$ cat src/rtl/mem_arbiter.sv
// Shared SRAM arbiter: serialises IF fetches and MEM loads/stores onto one async SRAM.
// MEM has priority; every ram_* strobe and ack is registered so the pins never glitch.
module mem_arbiter #(
  parameter int READ_CYCLES  = 2,
  parameter int WRITE_CYCLES = 1
) (
  input  logic        clk,
  input  logic        rst,
  input  logic        if_req,
  input  logic [31:0] if_addr,
  output logic [31:0] if_rdata,
  output logic        if_ack,
  input  logic        mem_req,
  input  logic        mem_we,
  input  logic [3:0]  mem_be,
  input  logic [31:0] mem_addr,
  input  logic [31:0] mem_wdata,
  output logic [31:0] mem_rdata,
  output logic        mem_ack,
  output logic        stall,
  output logic [19:0] ram_addr,
  output logic        ram_ce_n,
  output logic        ram_oe_n,
  output logic        ram_we_n,
  output logic [3:0]  ram_be_n,
  output logic [31:0] ram_wdata,
  output logic        ram_data_oe,
  input  logic [31:0] ram_rdata
);

  typedef enum logic [2:0] {IDLE, RD, WSETUP, WPULSE, WHOLD, ACK} state_t;

  state_t      r_state;
  logic [7:0]  r_cnt;
  logic        r_owner_mem;
  logic [19:0] r_addr;
  logic        r_ce_n, r_oe_n, r_we_n, r_data_oe;
  logic [3:0]  r_be_n;
  logic [31:0] r_wdata, r_if_rdata, r_mem_rdata;
  logic        r_if_ack, r_mem_ack;

  always_ff @(posedge clk or posedge rst) begin
    if (rst) begin
      r_state     <= IDLE;
      r_cnt       <= '0;
      r_owner_mem <= 1'b0;
      r_addr      <= '0;
      r_ce_n      <= 1'b1;
      r_oe_n      <= 1'b1;
      r_we_n      <= 1'b1;
      r_be_n      <= 4'b1111;
      r_data_oe   <= 1'b0;
      r_wdata     <= '0;
      r_if_rdata  <= '0;
      r_mem_rdata <= '0;
      r_if_ack    <= 1'b0;
      r_mem_ack   <= 1'b0;
    end else begin
      r_if_ack  <= 1'b0;
      r_mem_ack <= 1'b0;
      case (r_state)
        IDLE: begin
          if (mem_req) begin
            r_owner_mem <= 1'b1;
            r_addr      <= mem_addr[21:2];
            r_ce_n      <= 1'b0;
            if (mem_we) begin
              r_wdata   <= mem_wdata;
              r_be_n    <= ~mem_be;
              r_data_oe <= 1'b1;
              r_state   <= WSETUP;
            end else begin
              r_oe_n  <= 1'b0;
              r_be_n  <= 4'b0000;
              r_cnt   <= 8'(READ_CYCLES - 1);
              r_state <= RD;
            end
          end else if (if_req) begin
            r_owner_mem <= 1'b0;
            r_addr      <= if_addr[21:2];
            r_ce_n      <= 1'b0;
            r_oe_n      <= 1'b0;
            r_be_n      <= 4'b0000;
            r_cnt       <= 8'(READ_CYCLES - 1);
            r_state     <= RD;
          end
        end
        RD: begin
          if (r_cnt == 8'd0) begin
            if (r_owner_mem) begin
              r_mem_rdata <= ram_rdata;
              r_mem_ack   <= 1'b1;
            end else begin
              r_if_rdata <= ram_rdata;
              r_if_ack   <= 1'b1;
            end
            r_ce_n  <= 1'b1;
            r_oe_n  <= 1'b1;
            r_be_n  <= 4'b1111;
            r_state <= ACK;
          end else begin
            r_cnt <= r_cnt - 8'd1;
          end
        end
        WSETUP: begin
          r_we_n  <= 1'b0;
          r_cnt   <= 8'(WRITE_CYCLES - 1);
          r_state <= WPULSE;
        end
        WPULSE: begin
          if (r_cnt == 8'd0) begin
            r_we_n  <= 1'b1;
            r_state <= WHOLD;
          end else begin
            r_cnt <= r_cnt - 8'd1;
          end
        end
        WHOLD: begin
          // Only writes reach WHOLD, and only MEM can write.
          r_ce_n    <= 1'b1;
          r_be_n    <= 4'b1111;
          r_data_oe <= 1'b0;
          r_mem_ack <= 1'b1;
          r_state   <= ACK;
        end
        ACK:     r_state <= IDLE;
        default: r_state <= IDLE;
      endcase
    end
  end

  assign stall       = (if_req & ~if_ack) | (mem_req & ~mem_ack);
  assign ram_addr    = r_addr;
  assign ram_ce_n    = r_ce_n;
  assign ram_oe_n    = r_oe_n;
  assign ram_we_n    = r_we_n;
  assign ram_be_n    = r_be_n;
  assign ram_wdata   = r_wdata;
  assign ram_data_oe = r_data_oe;
  assign if_rdata    = r_if_rdata;
  assign if_ack      = r_if_ack;
  assign mem_rdata   = r_mem_rdata;
  assign mem_ack     = r_mem_ack;

endmodule
$ cat config.mk
export PLATFORM = sky130hd
export DESIGN_NAME = mem_arbiter
export DESIGN_NICKNAME = d
export VERILOG_FILES = /design/src/rtl/mem_arbiter.sv
export SDC_FILE = /design/constraint.sdc
export NUM_CORES = 1
export LEC_CHECK = 0
export BUFFER_PORTS_ARGS = -buffer_cell sky130_fd_sc_hd__buf_2
export CORE_MARGIN = 8
export CORE_UTILIZATION = 50
export CTS_BUF_LIST = sky130_fd_sc_hd__clkbuf_8 sky130_fd_sc_hd__clkbuf_16
export DETAILED_ROUTE_END_ITERATION = 16
export PLACE_DENSITY = 0.95
export SYNTH_ARGS = -nofsm -noshare
export SYNTH_HDL_FRONTEND = slang
export SYNTH_SLANG_ARGS = --single-unit
$ cat constraint.sdc
create_clock -name clk -period 9.6 [get_ports clk]
set_clock_uncertainty 0.2 [all_clocks]
set_input_delay 1.44 -clock clk [delete_from_list [all_inputs] [get_ports clk]]
set_output_delay 1.44 -clock clk [all_outputs]
set_load 0.005 [all_outputs]
== After elaboration in Yosys (flattened, before gate mapping) ==
Cells that the tools add are included.

* Logic and storage cells: 88
* Flip-flop bits (word level): 138
* Bits of input ports: 137

* Bitwise logic cells: 7
* Muxes and demuxes: 36
* Reductions and logical operators: 19
* Add/subtract/negate cells: 1
* Equality and inequality tests: 11

{| class="wikitable"
|+ Operators by type and width
! operator !! number
|-
| $mux 20 || 2
|-
| $mux 8 || 4
|-
| $pmux 8 s3 || 1
|-
| $reduce_and 3->1 || 6
|-
| $mux 4 || 4
|-
| $pmux 3 s5 || 1
|-
| $mux 1 || 13
|-
| $mux 3 || 4
|-
| $pmux 4 s3 || 1
|-
| $ne 2x2->1 const B || 5
|-
| $logic_not 8->1 || 1
|-
| $pmux 1 s2 || 4
|-
| $reduce_and 4->1 || 2
|-
| $reduce_bool 2->1 || 4
|-
| $sub 8x1->8 const B || 1
|-
| $eq 3x2->1 const B || 2
|-
| $ne 3x3->1 const B || 2
|-
| $reduce_bool 3->1 || 2
|-
| $not 4->4 || 1
|-
| $reduce_and 2->1 || 2
|-
| $eq 3x1->1 const B || 1
|-
| $eq 3x3->1 const B || 1
|-
| $logic_not 3->1 || 1
|-
| $not 1->1 || 3
|-
| 5 further kinds || 6
|}

== Longest topological paths before layout ==
* Word-level depth: 4
* Gate-level depth with buffers: 9

== Worst setup path before layout ==
OpenSTA, ideal clock, no wires.

* Path kind: input to output
* From: input mem_req
* To: output stall
* Slack: 5.595 ns
* Buffers on the path: 2
* Stages on the path: 4
* Data required time: 7.960 ns
* Arrival time: 2.365 ns
* Path through: clkbuf_1 > buf_1 > inv_1 > o22ai_1

* Word-level cells in the longest chain between the ends: 2

{| class="wikitable"
|+ Ends and longest elaborated chain
! element !! RTL line !! RTL
|-
| from (decl) || 13 || <nowiki>input logic mem_req,</nowiki>
|-
| $and 1x1->1 || 132 || <nowiki>assign stall = (if_req & ~if_ack) | (mem_req & ~mem_ack);</nowiki>
|-
| $or 1x1->1 || 132 ||
|-
| to (decl) || 20 || <nowiki>output logic stall,</nowiki>
|}

No other way between the ends.

== Worst setup path after layout ==
Same ends and word-level chain as after synthesis.

==> results.txt <==
status - complete, no violations
Final nets - 792
GRT Overall Usage - 20.4%
largest net degree at the start of global routing - 74
most frequent cells in the layout - buf_2 (239), dfrtp_1 (131), mux2_2 (89), nor2_1 (27), a21oi_1 (25)
Final GP Congestion - 0.882
Congestion Overflow GR - 0
Core Region - 11,200 µm²
Die Y - 122 µm
first drt pass iteration count - 4
largest cells by area after synthesis - dfrtp_1 (58%), mux2_2 (18%), mux2i_1 (4.2%)
clock tree buffer depth - 2
Mean Syn Cell Area - 13.6 µm²
# port buffers - 239
Vias - 4,279
worst hold slack - 286 ps
RSZ-0062 raised after global routing - no
Max Clock Freq - 0.246 GHz
Peak VDD IR - 172 µV
max_cap viols - 0
n_diodes - 0
Critical Path AT - 2420 ps
post-layout min period - 4060 ps
Post-Synthesis Cells - 415
Unique masters post-synth - 42
first-pass GRT wire length - 23.8 mm
share of layout cells above drive strength 1 - 56.8%
Synth Flop Type - dfrtp_1
area grow syn2layout - 33.5%
post-place instance area - 6960 µm²
relative slew slack - 36.9%
Die X - 122 µm
later-pin clock latency in the skew report - 410 ps
initial antenna violation count - 0
Routed Wire Length - 15.4 mm
htree depth - 4
Hold Fails Final Rpt - 0
post-route antenna net violation count - 0
worst-path fanout max - 28
setup violators final - 0
Design Area, Final - 7560 µm²
Yosys top cell by area - dfrtp_1
PD cells - 320 nW/µm²
most common cell after layout, fill and taps aside - buf_2
drt via density - 5.28
Async SR Flop Fraction - 100%
TritonCTS Buffers - 17
Net Count, Synth - 553
CP required - 7960 ps
Starting DRT DRC Count - 251
fin crit share - 42.3%
HPWL Detailed - 11.2 mm
Yosys top cell area share - 57.9%
Pleak - 3.99 nW
Setup Buffers After CTS - 0
hold_buf cts - 0
Initial Util - 50.5%
post-synthesis register bit count - 138
pin slew with the least headroom to its limit - 939 ps
die area - 15,000 µm²
CTS tree - yes
clock root buffer - clkbuf_16
register area share after synthesis - 61.1%
Post-synth EDFFs - 0
Sum Neg Setup Slack - 0 ps
WL per Instance - 19.0 µm
I/O pin count - 264
mapped cell area - 5660 µm²
Crit Path Class - in -> out
Synth Warn # - 0
Crit. End Element - primary output
HP Class - reg -> reg
# DRC - 0
number of global-route vias before repair - 4,836
Worst-path clk slew - 60 ps
post-cts resize count - 0
Final Max Tran Viols - 0
Cell Rows - 39
R2R setup slack - 6390 ps
# clock sinks - 138
Critical Path Source Type - input port
flip-flops by register name (all words and copies together) (netlist names), 3 cells and up:
name,cells
if_rdata,32
mem_rdata,32
ram_wdata,32
ram_addr,20
r_cnt,8
ram_be_n,4
r_state,3
kinds of logic (layout without fill, tap and decap cells):
group,count (synthesis),count (layout),synth area share (%)
AOI/OAI and AO/OA,58,58,6.38
adders and majority gates,1,1,0.221
buffers and inverters,34,286,2.87
DFF,138,138,61.1
muxes,121,121,23.5
and+or+nand+nor,63,63,5.88
worst max-delay path, cell delays in order:
cell,delay (ps)
buf_2,570
inv_1,90
o22ai_1,150
buf_2,160
layer usage:
layer,vias to the layer above,global-route usage (%),wire [µm]
li1,1960,-,-
met1,2071,22.5,6020
met2,220,35.0,7640
met3,28,7.18,1390
met4,0,8.91,303
met5,-,0,0
Yosys cell counts, types with 2 or more instances:
cell type / number
mux2i_1: 24
o31ai_1: 2
nor2b_1: 3
dfstp_2: 7
o2bb2ai_1: 2
o21a_1: 5
mux2_2: 89
and3_1: 2
mux2_1: 8
buf_2: 4
o41ai_1: 2
o21ai_0: 8
nand2b_1: 4
nor3_1: 3
buf_1: 4
nand2_1: 9
or3_1: 3
a21oi_1: 25
nor4_1: 3
dfrtp_1: 131
a31oi_1: 4
inv_1: 10
clkbuf_1: 12
a21o_1: 2
nor2_1: 27
nand3_1: 2
buf_6: 4
a21boi_0: 2
report_power, final:
group / switching [mW] / internal [mW] / total, mW / leakage [nW]
Sequential: 0.164 / 0.846 / 1.01 / 1.74
Clock: 0.274 / 0.394 / 0.668 / 0.289
Combinational: 0.342 / 0.401 / 0.743 / 1.96
Total: 0.779 / 1.64 / 2.42 / 3.99
path summary, 6_finish.rpt:
check / start / endpoint / depth (start not counted)
hold reg to reg: if_rdata[22]$_DFFE_PP0P_ / if_rdata[22]$_DFFE_PP0P_ / 1
max in group asynchronous: rst / ram_wdata[17]$_DFFE_PP0P_ / 3
setup reg to reg: r_cnt[0]$_DFFE_PP0P_ / mem_rdata[25]$_DFFE_PP0P_ / 7
setup / recovery: mem_req / stall / 4
hold / removal: if_rdata[22]$_DFFE_PP0P_ / if_rdata[22]$_DFFE_PP0P_ / 1
min in group asynchronous: rst / ram_wdata[15]$_DFFE_PP0P_ / 2
cell type report:
class	instances	area (µm²)
fill	767	3660
sequential	138	3460
multi-input combinational	243	2040
timing repair buffer	244	1230
clock buffer	17	425
clock inverter	15	180
tap	143	179
inverter	10	40.0
per-stage QoR:
stage,utilization [%],total power [mW],std cells,setup slack [ps]
3_3_place_gp,62.0,1.70,778,5560
2_1_floorplan,-,1.38,415,4280
5_1_grt,67.4,2.57,810,5410
6_report,67.4,2.42,810,5540
3_5_place_dp,62.0,1.76,778,5530
4_1_cts,67.4,2.45,810,5530
Note: power is estimated with default switching activity, not from simulation.
